--- config.mk ---
export PLATFORM = sky130hd
export DESIGN_NAME = wb_reg_target
export DESIGN_NICKNAME = d
export VERILOG_FILES = /design/src/rtl/wb_reg_pkg.sv /design/src/rtl/wb_reg_target.sv
export SDC_FILE = /design/constraint.sdc
export NUM_CORES = 1
export LEC_CHECK = 0
export ABC_AREA = 1
export CAP_MARGIN = 30
export CORE_MARGIN = 2
export CORE_UTILIZATION = 51
export DETAILED_ROUTE_END_ITERATION = 8
export HOLD_SLACK_MARGIN = 0.1
export PLACE_DENSITY_LB_ADDON = 0.25
export SLEW_MARGIN = 20
export SYNTH_ARGS = -nofsm -noshare
export SYNTH_HDL_FRONTEND = slang
export SYNTH_SLANG_ARGS = --single-unit
--- constraint.sdc ---
create_clock -name wb_clock_i -period 2.3 [get_ports wb_clock_i]
set_input_delay 0.345 -clock wb_clock_i [delete_from_list [all_inputs] [get_ports wb_clock_i]]
set_output_delay 0.345 -clock wb_clock_i [all_outputs]
set_load 0.02 [all_outputs]
--- src/rtl/wb_reg_pkg.sv ---
// Shared types and constants for the Wishbone register target.
// FSM encoding, register-map offset helpers and the miss read value.
package wb_reg_pkg;

    typedef enum logic [1:0] {
        ST_IDLE = 2'd0,
        ST_WAIT = 2'd1,
        ST_ACK  = 2'd2
    } state_t;

    localparam int MAX_DATA_WIDTH = 64;

    // Decode misses read back as all-ones; sliced to the bus width by the user.
    localparam logic [MAX_DATA_WIDTH-1:0] MISS_RDATA = '1;

    function automatic int status_offset(input int reg_count);
        return reg_count - 2;
    endfunction

    function automatic int id_offset(input int reg_count);
        return reg_count - 1;
    endfunction

endpackage

--- src/rtl/wb_reg_target.sv ---
// Wishbone B4 pipelined register target: R/W control regs, W1C status with irq, read-only ID.
// Latency: ack WAIT_STATES+1 cycles after the accept edge; one transaction outstanding.
// Backpressure: stall is high from accept through the ack cycle; strobes seen while stalled are ignored.
module wb_reg_target
    import wb_reg_pkg::*;
#(
    parameter int                       WB_ADDR_WIDTH = 20,
    parameter int                       DATA_WIDTH    = 8,
    parameter int                       REG_COUNT     = 8,
    parameter logic [WB_ADDR_WIDTH-1:0] BASE_ADDR     = 20'hF0000,
    parameter int                       WAIT_STATES   = 1,
    parameter logic [DATA_WIDTH-1:0]    ID_VALUE      = 8'hA5
) (
    input  logic                                  wb_clock_i,
    input  logic                                  wb_reset_ni,
    input  logic [WB_ADDR_WIDTH-1:0]              wb_addr_i,
    input  logic [DATA_WIDTH-1:0]                 wb_data_i,
    output logic [DATA_WIDTH-1:0]                 wb_data_o,
    input  logic                                  wb_we_i,
    input  logic                                  wb_cycle_i,
    input  logic                                  wb_strobe_i,
    output logic                                  wb_stall_o,
    output logic                                  wb_ack_o,
    input  logic [DATA_WIDTH-1:0]                 event_i,
    output logic [(REG_COUNT-2)*DATA_WIDTH-1:0]   ctrl_o,
    output logic                                  irq_o
);

    localparam int IDXW  = $clog2(REG_COUNT);
    localparam int NCTRL = REG_COUNT - 2;

    localparam logic [IDXW-1:0]       STATUS_OFF = IDXW'(status_offset(REG_COUNT));
    localparam logic [IDXW-1:0]       ID_OFF     = IDXW'(id_offset(REG_COUNT));
    localparam logic [2:0]            CNT_INIT   = (WAIT_STATES > 0) ? 3'(WAIT_STATES - 1) : 3'd0;
    localparam logic [DATA_WIDTH-1:0] MISS_VAL   = MISS_RDATA[DATA_WIDTH-1:0];

    state_t                     state_q, state_d;
    logic [2:0]                 cnt_q, cnt_d;
    logic [WB_ADDR_WIDTH-1:0]   addr_q, addr_d;
    logic [DATA_WIDTH-1:0]      wdat_q, wdat_d;
    logic                       we_q, we_d;
    logic [DATA_WIDTH-1:0]      rdat_q, rdat_d;
    logic [DATA_WIDTH-1:0]      ctrl_q [NCTRL];
    logic [DATA_WIDTH-1:0]      ctrl_d [NCTRL];
    logic [DATA_WIDTH-1:0]      status_q, status_d;
    logic                       irq_q, irq_d;

    logic                       commit;
    logic [WB_ADDR_WIDTH-1:0]   req_addr;
    logic [DATA_WIDTH-1:0]      req_wdat;
    logic                       req_we;
    logic                       hit;
    logic [IDXW-1:0]            req_off;
    logic [DATA_WIDTH-1:0]      rd_val;
    logic [DATA_WIDTH-1:0]      clear_mask;

    always_comb begin
        state_d = state_q;
        cnt_d   = cnt_q;
        addr_d  = addr_q;
        wdat_d  = wdat_q;
        we_d    = we_q;
        commit  = 1'b0;
        case (state_q)
            ST_IDLE: begin
                if (wb_cycle_i && wb_strobe_i) begin
                    addr_d = wb_addr_i;
                    wdat_d = wb_data_i;
                    we_d   = wb_we_i;
                    cnt_d  = CNT_INIT;
                    if (WAIT_STATES > 0) begin
                        state_d = ST_WAIT;
                    end else begin
                        state_d = ST_ACK;
                        commit  = 1'b1;
                    end
                end
            end
            ST_WAIT: begin
                // Initiator abandoning the cycle cancels the access before anything commits.
                if (!wb_cycle_i) begin
                    state_d = ST_IDLE;
                end else if (cnt_q == 3'd0) begin
                    state_d = ST_ACK;
                    commit  = 1'b1;
                end else begin
                    cnt_d = cnt_q - 3'd1;
                end
            end
            ST_ACK:  state_d = ST_IDLE;
            default: state_d = ST_IDLE;
        endcase
    end

    always_comb begin
        // With zero wait states the commit happens on the accept edge, so use the live bus.
        req_addr = (state_q == ST_IDLE) ? wb_addr_i : addr_q;
        req_wdat = (state_q == ST_IDLE) ? wb_data_i : wdat_q;
        req_we   = (state_q == ST_IDLE) ? wb_we_i   : we_q;
        hit      = (req_addr[WB_ADDR_WIDTH-1:IDXW] == BASE_ADDR[WB_ADDR_WIDTH-1:IDXW]);
        req_off  = req_addr[IDXW-1:0];

        rd_val = MISS_VAL;
        if (hit) begin
            if (req_off == ID_OFF) begin
                rd_val = ID_VALUE;
            end else if (req_off == STATUS_OFF) begin
                rd_val = status_q;
            end else begin
                for (int i = 0; i < NCTRL; i++) begin
                    if (req_off == IDXW'(i)) rd_val = ctrl_q[i];
                end
            end
        end

        clear_mask = '0;
        for (int i = 0; i < NCTRL; i++) ctrl_d[i] = ctrl_q[i];
        if (commit && hit && req_we) begin
            if (req_off == STATUS_OFF) clear_mask = req_wdat;
            for (int i = 0; i < NCTRL; i++) begin
                if (req_off == IDXW'(i)) ctrl_d[i] = req_wdat;
            end
        end

        rdat_d   = commit ? rd_val : rdat_q;
        // Events are OR'd in after the clear so a simultaneous event keeps its bit set.
        status_d = (status_q & ~clear_mask) | event_i;
        irq_d    = |status_q;
    end

    always_ff @(posedge wb_clock_i or negedge wb_reset_ni) begin
        if (!wb_reset_ni) begin
            state_q  <= ST_IDLE;
            cnt_q    <= 3'd0;
            addr_q   <= '0;
            wdat_q   <= '0;
            we_q     <= 1'b0;
            rdat_q   <= '0;
            status_q <= '0;
            irq_q    <= 1'b0;
            for (int i = 0; i < NCTRL; i++) ctrl_q[i] <= '0;
        end else begin
            state_q  <= state_d;
            cnt_q    <= cnt_d;
            addr_q   <= addr_d;
            wdat_q   <= wdat_d;
            we_q     <= we_d;
            rdat_q   <= rdat_d;
            status_q <= status_d;
            irq_q    <= irq_d;
            for (int i = 0; i < NCTRL; i++) ctrl_q[i] <= ctrl_d[i];
        end
    end

    assign wb_ack_o   = (state_q == ST_ACK);
    assign wb_stall_o = (state_q != ST_IDLE);
    assign wb_data_o  = rdat_q;
    assign irq_o      = irq_q;

    for (genvar g = 0; g < NCTRL; g++) begin : g_ctrl
        assign ctrl_o[g*DATA_WIDTH +: DATA_WIDTH] = ctrl_q[g];
    end

endmodule

==> qor.yml, run 1 <==
status:
  status: "finished, final reports clean"
place:
  placed_area_mm2: 0.00613
  pre_cts_ws_ns: -0.0378
  gp_congestion: 0.884
  port_buffers: 99
  dp_hpwl_mm: 9.80
synthesis:
  synth.distinct_cells: 30
  synthTopCellsByArea: "dfrtp_1, nand2_1, inv_1"
  syn_inst: 615
  synth_top_cell_area_share_pct: 51.0
  ys.flop_type: "dfrtp_1"
  syn_nets: 658
  syn-cell-area_mm2: 0.00485
  synth_seq_cells: 99
  synth_seq_area_share_pct: 51.0
  yosys_warnings: 0
  synth_edf_count: 0
  synth_area_leader_cell: "dfrtp_1"
  async_reset_ff_share_pct: 100
  syn_avg_cell_area_um2: 7.89
  synth.most_common_cell: "nand2_1"
  synth_commonest_cells: "nand2_1, dfrtp_1, inv_1, nand3_1, nor2_1"
worst_setup_path:
  cpPeakStageDelay_ns: 0.43
  cpMostUsedCell: "nand2_1"
  endpoint_kind: "flop"
  crit_path_cell_trace: "nor2_1 > buf_4 > nand2_1 > nand2_2 > inv_2 > nor2_2 > buf_4 > nand2_1 > nand2_1 > nor2_1 > nand4_1 > a21oi_1"
  critPathRequiredTime_ns: 2.56
  cp.arrival_ns: 2.34
  cp-start-kind: "flop"
  worstSetupPathType: "flop to flop"
  r2r-start: "state_q[1]"
  cp_max_fo: 12
  startpoint: "state_q[1]"
  cpMaxStageDelayCell: "dfrtp_1"
sta:
  min_period_over_period_pct: 90.7
  max_slew.worst_pin.slew_ns: 0.524
  drv_slew: 0
  timing.hold.ws_ns: 0.435
  clock_skew_ns: 0.0103
  setup_slack_ns: 0.213
  min_period_ns: 2.09
  grt_setup_unrepaired: "true"
  slew_headroom_pct: 65.0
  fmax_mhz: 479
  finalSetupViolCount: 0
  finalHoldViolations: 0
cells_and_area:
  antenna-diode-count: 0
  syn2layout_area_growth_pct: 32.4
  final_layout_size_suffix_gt1_share_pct: 11.4
  nNetsFinal: 786
  utilization_pct: 69.6
  final_area_mm2: 0.00643
global_route:
  use_met3_pct: 4.00
  top_usage_layer: "met2"
  grt_max_degree: 51
  grt_antenna_before_repair: 0
  grt_pass1_wl_mm: 21.4
  globalRouteTotalUtil_pct: 27.0
  gr-total-overflow: 0
  use_met2_pct: 41.9
  grt_pass1_vias: 4390
  met1_usage_pct: 39.5
drt:
  drt_iter0_markers: 275
  ant_nets: 0
  drc: 0
  drt-wirelength-per-cell_um: 15.2
  wl_mm: 13.3
  viasPerCell: 5.25
  vias: 4604
  drtPass1Iterations: 6
job:
  cap_violations: 0
clocking:
  clk_latency_ns: 0.36
  numCtsBuffers: 9
  cts_max_level: 3
  cts_tree: "yes"
  cts_buffer_depth: 2
  cts_root_buf: "clkbuf_8"
  cts.sinks: 99
  clkTransAtPathRegs_ns: 0.10
min_path:
  hold_class: "input port to asynchronous set/reset pin"
floorplan:
  initial_utilization_pct: 52.5
  die-area_mm2: 0.0103
  core_mm2: 0.00924
  dieWidth_um: 102
  boundaryPins: 100
  dieHeight_um: 102
  rows: 35
power_and_ir_drop:
  leakage_nw: 3.14
  power_mw: 5.14
  ir_drop_v: 0.000530
  power_density_mw_per_mm2: 800
==> placed cells by master, fill, tap and decap left out, drive strengths merged, types with 19 or more instances in the layout <==
cell type and n:
a21oi 19, nand2 193, nor2 48, inv 88
nand4 23, clkdlybuf4s50 97, dfrtp 99, buf 38
o21ai 36, nand3 59
==> kinds of logic after synthesis <==
group,Yosys count,synth area share [%]
buffers and inverters,109,9.31
adders and majority gates,2,0.516
AOI/OAI and AO/OA,58,6.19
and+or+nand+nor,336,30.4
muxes,11,2.55
DFF,99,51.0
==> report_power, final <==
part	total (mW)	switching, mW	internal [mW]
combinational	1.79	1.11	0.679
clock	1.25	0.629	0.616
sequential	2.11	0.128	1.98
total	5.14	1.87	3.28
==> worst paths after layout <==
path	cells past startpoint	to	slack, ns
min in group wb_clock_i	2	cnt_q[1]	0.49
max in group asynchronous	3	wdat_q[7]	1.22
setup / recovery	12	wb_data_o[0]	0.21
hold / removal	2	addr_q[8]	0.43
hold reg to reg	2	cnt_q[1]	0.49
setup reg to reg	12	wb_data_o[0]	0.21
==> cell type report <==
class	instances	area (um2)
inverter	88	330
sequential	99	2480
multi-input combinational	408	1940
clock inverter	6	88.8
clock buffer	10	128
tap	129	161
timing repair buffer	137	1300
fill	770	2810
==> timing repair <==
action	in CTS	in global routing
resized for setup	0	7
endpoints found under the hold margin	25	0
hold buffers	1	0
setup buffers	0	5
setup endpoints to repair	0	28
==> routing by layer <==
layer / part of all wire, % / vias up / wire length (um)
met2: 48 / 182 / 6330
met1: 44 / 2195 / 5790
met3: 7.0 / 19 / 936
li1: - / 2208 / -
met4: 1.7 / 0 / 225
met5: 0 / - / 0
==> per-stage QoR <==
stage	std cells	TNS [ns]
finish	877	0
global route	877	-0.00782
CTS	871	0
detailed placement	854	-0.789
global placement	854	0
floorplan	615	0
==> worst max-delay path, delay by kind of cell, from the launching register on <==
kind / cells / cell delay (ns)
AO/OA/AOI/OAI: 1 / 0.07
buffers and inverters: 3 / 0.52
flip-flops: 1 / 0.43
AND/OR/NAND/NOR: 8 / 0.97
==> state kept, by name, summed over array words and instances, names as in the netlist <==
name / cells
cnt_q: 3
we_q: 1
irq_o: 1
wb_data_o: 8
ctrl_o: 48
state_q: 2
wdat_q: 8
addr_q: 20
status_q: 8
Power figures use the tool's default switching activity.
==> inputs of run 2 (changes only) <==
SLEW_MARGIN = 40   (was 20)
==> results of run 2 <==
Final layout, timing and power as in run 1 (identical DEF).
==> inputs of run 3 (changes only) <==
CORE_UTILIZATION = 53   (was 51)
CTS_BUF_LIST = sky130_fd_sc_hd__clkbuf_4   (was default)
==> run 3 against run 2 <==
Setup slack got worse by 0.043 ns. Highest routed layer unchanged. Critical path type is now flop to output port. Register-to-register slack lost 0.03 ns. Critical path depth is 8 lower. Clock skew increased by 0.0033 ns. Utilization grew 2.1 points. Critical endpoint is now wb_stall_o. Clock power shrank 26%. Worst hold slack worse by 0.069 ns. Non-clock buffer count down 2. Largest power group unchanged. Via count fell by 0.67%.
==> qor.yml, run 3 (synthesized netlist as in run 1, its figures left out) <==
cells_and_area:
  layout_commonest_cell: "nand2_1"
  largest_reg_flops: 48
  final_area_mm2: 0.00631
  seq_area_mm2: 0.00248
  num-fill-cells: 714
  antenna-diode-count: 0
  final_layout_size_suffix_gt1_share_pct: 10.5
  mostFrequentLayoutCells: "nand2_1, dfrtp_1, clkdlybuf4s50_1"
  nNetsFinal: 783
  multi_input_comb_area_mm2: 0.00192
  syn2layout_area_growth_pct: 30.1
global_route:
  grt_pass1_wl_mm: 21.8
  grt_max_degree: 49
  grt_antenna_before_repair: 0
  globalRouteTotalUtil_pct: 28.0
  gr-total-overflow: 0
  grt_pass1_vias: 4440
sta:
  timing.hold.ws_ns: 0.366
  clock_skew_ns: 0.0137
  grt_setup_unrepaired: "false"
  setup_slack_ns: 0.170
  drv_slew: 0
  finalSetupViolCount: 0
  max_slew.worst_pin.slew_ns: 0.447
  finalHoldViolations: 0
  fmax_mhz: 469
  fin_setup_tns_ns: 0
  min_period_ns: 2.13
  min_period_over_period_pct: 92.6
  slew_headroom_pct: 70.0
status:
  status: "finished, final reports clean"
worst_setup_path:
  crit_path_cell_trace: "inv_1 > nand2_1 > buf_4 > dlygate4sd2_1"
  worst-path-buf-inv: 3
  cpMaxStageDelayCell: "dfrtp_1"
  worstSetupPathType: "flop to output port"
  cp_top_family: "buffers and inverters"
  critPathRequiredTime_ns: 1.96
  cp_max_fo: 17
  endpoint_kind: "output port"
  cpPeakStageDelay_ns: 0.41
  cp.arrival_ns: 1.79
  cp-start-kind: "flop"
job:
  cap_violations: 0
power_and_ir_drop:
  power_density_mw_per_mm2: 766
  leakage_nw: 3.09
  ir_drop_v: 0.000557
drt:
  wl_mm: 13.2
  vias: 4573
  drt-wirelength-per-cell_um: 15.5
  drtPass1Iterations: 5
  viasPerCell: 5.36
  ant_nets: 0
  drc: 0
  drt_iter0_markers: 324
min_path:
  hold_class: "input port to asynchronous set/reset pin"
place:
  port_buffers: 99
  pre_cts_ws_ns: -0.0130
  placed_area_mm2: 0.00613
  dp_hpwl_mm: 9.82
  gp_congestion: 0.923
clocking:
  clk_latency_ns: 0.45
  cts_root_buf: "clkbuf_4"
  cts_buffer_depth: 2
  cts_tree: "yes"
  cts_max_level: 3
  cts.sinks: 99
  clkTransAtPathRegs_ns: 0.15
  numCtsBuffers: 9
floorplan:
  core_mm2: 0.00881
  die-area_mm2: 0.00994
  initial_utilization_pct: 55.1
  boundaryPins: 100
  dieHeight_um: 99.7
  rows: 34
  dieWidth_um: 99.7
## run 3: cell count changes in the layout (fill, tap and decap cells not counted), moves of 2 or more
cell / delta
clkbuf_8: -9
buf_4: -3
buf_6: -2
nand2_2: -3
nand2_1: +3
clkinv_1: +2
buf_12: +3
clkbuf_4: +9
## run 3: worst reg2reg max path: stages (launching register included)
cell     delay, ns
dfrtp_1       0.41
inv_1         0.07
nand2_1       0.23
nand3_1       0.11
o22ai_1       0.31
nand3_1       0.18
nor2_4        0.13
buf_12        0.19
nand2_1       0.23
nand2_1       0.13
nand2_1       0.05
## run 3: path summary, 6_finish.rpt
path	startpoint	to	slack, ns	cells past startpoint
setup reg to reg	state_q[1]	ctrl_o[14]	0.18	10
max in group asynchronous	wb_reset_ni	we_q	1.28	3
min in group wb_clock_i	event_i[1]	status_q[1]	0.41	3
hold / removal	wb_reset_ni	addr_q[5]	0.37	2
setup / recovery	state_q[1]	wb_stall_o	0.17	4
hold reg to reg	addr_q[19]	addr_q[19]	0.50	2
## run 3: power by group
| part | switching [mW] | internal, mW |
|---|---|---|
| clock | 0.596 | 0.329 |
| sequential | 0.131 | 1.98 |
| combinational | 1.11 | 0.692 |
| total | 1.83 | 3.00 |
## run 3: what timing repair did
item,4_1_cts,5_1_grt
endpoints found under the hold margin,29,0
pin swaps,0,1
hold buffers,1,0
gates resized for setup,1,0
setup endpoints to repair,1,1
buffers inserted,0,4
## run 3: metrics by stage
step	utilization, %	power [mW]	std cells
3_3_place_gp	69.6	3.82	832
3_5_place_dp	69.6	3.88	832
6_report	71.7	4.84	853
4_1_cts	71.2	4.80	849
5_1_grt	71.7	5.12	853
2_1_floorplan	-	3.14	615
## run 3: layer usage
layer | wire length, um | track usage, %
met4 | 319 | 9.59
met1 | 5770 | 38.6
met3 | 953 | 5.62
met2 | 6140 | 44.6
met5 | 0 | 0
## run 3: area by class of cell
cell class | count | area share (%)
Sequential cell | 99 | 39.2
Multi-Input combinational cell | 407 | 30.5
Timing Repair Buffer | 135 | 20.8
Inverter | 88 | 5.23
Tap cell | 108 | 2.14
Clock buffer | 9 | 1.07
Clock inverter | 7 | 1.07
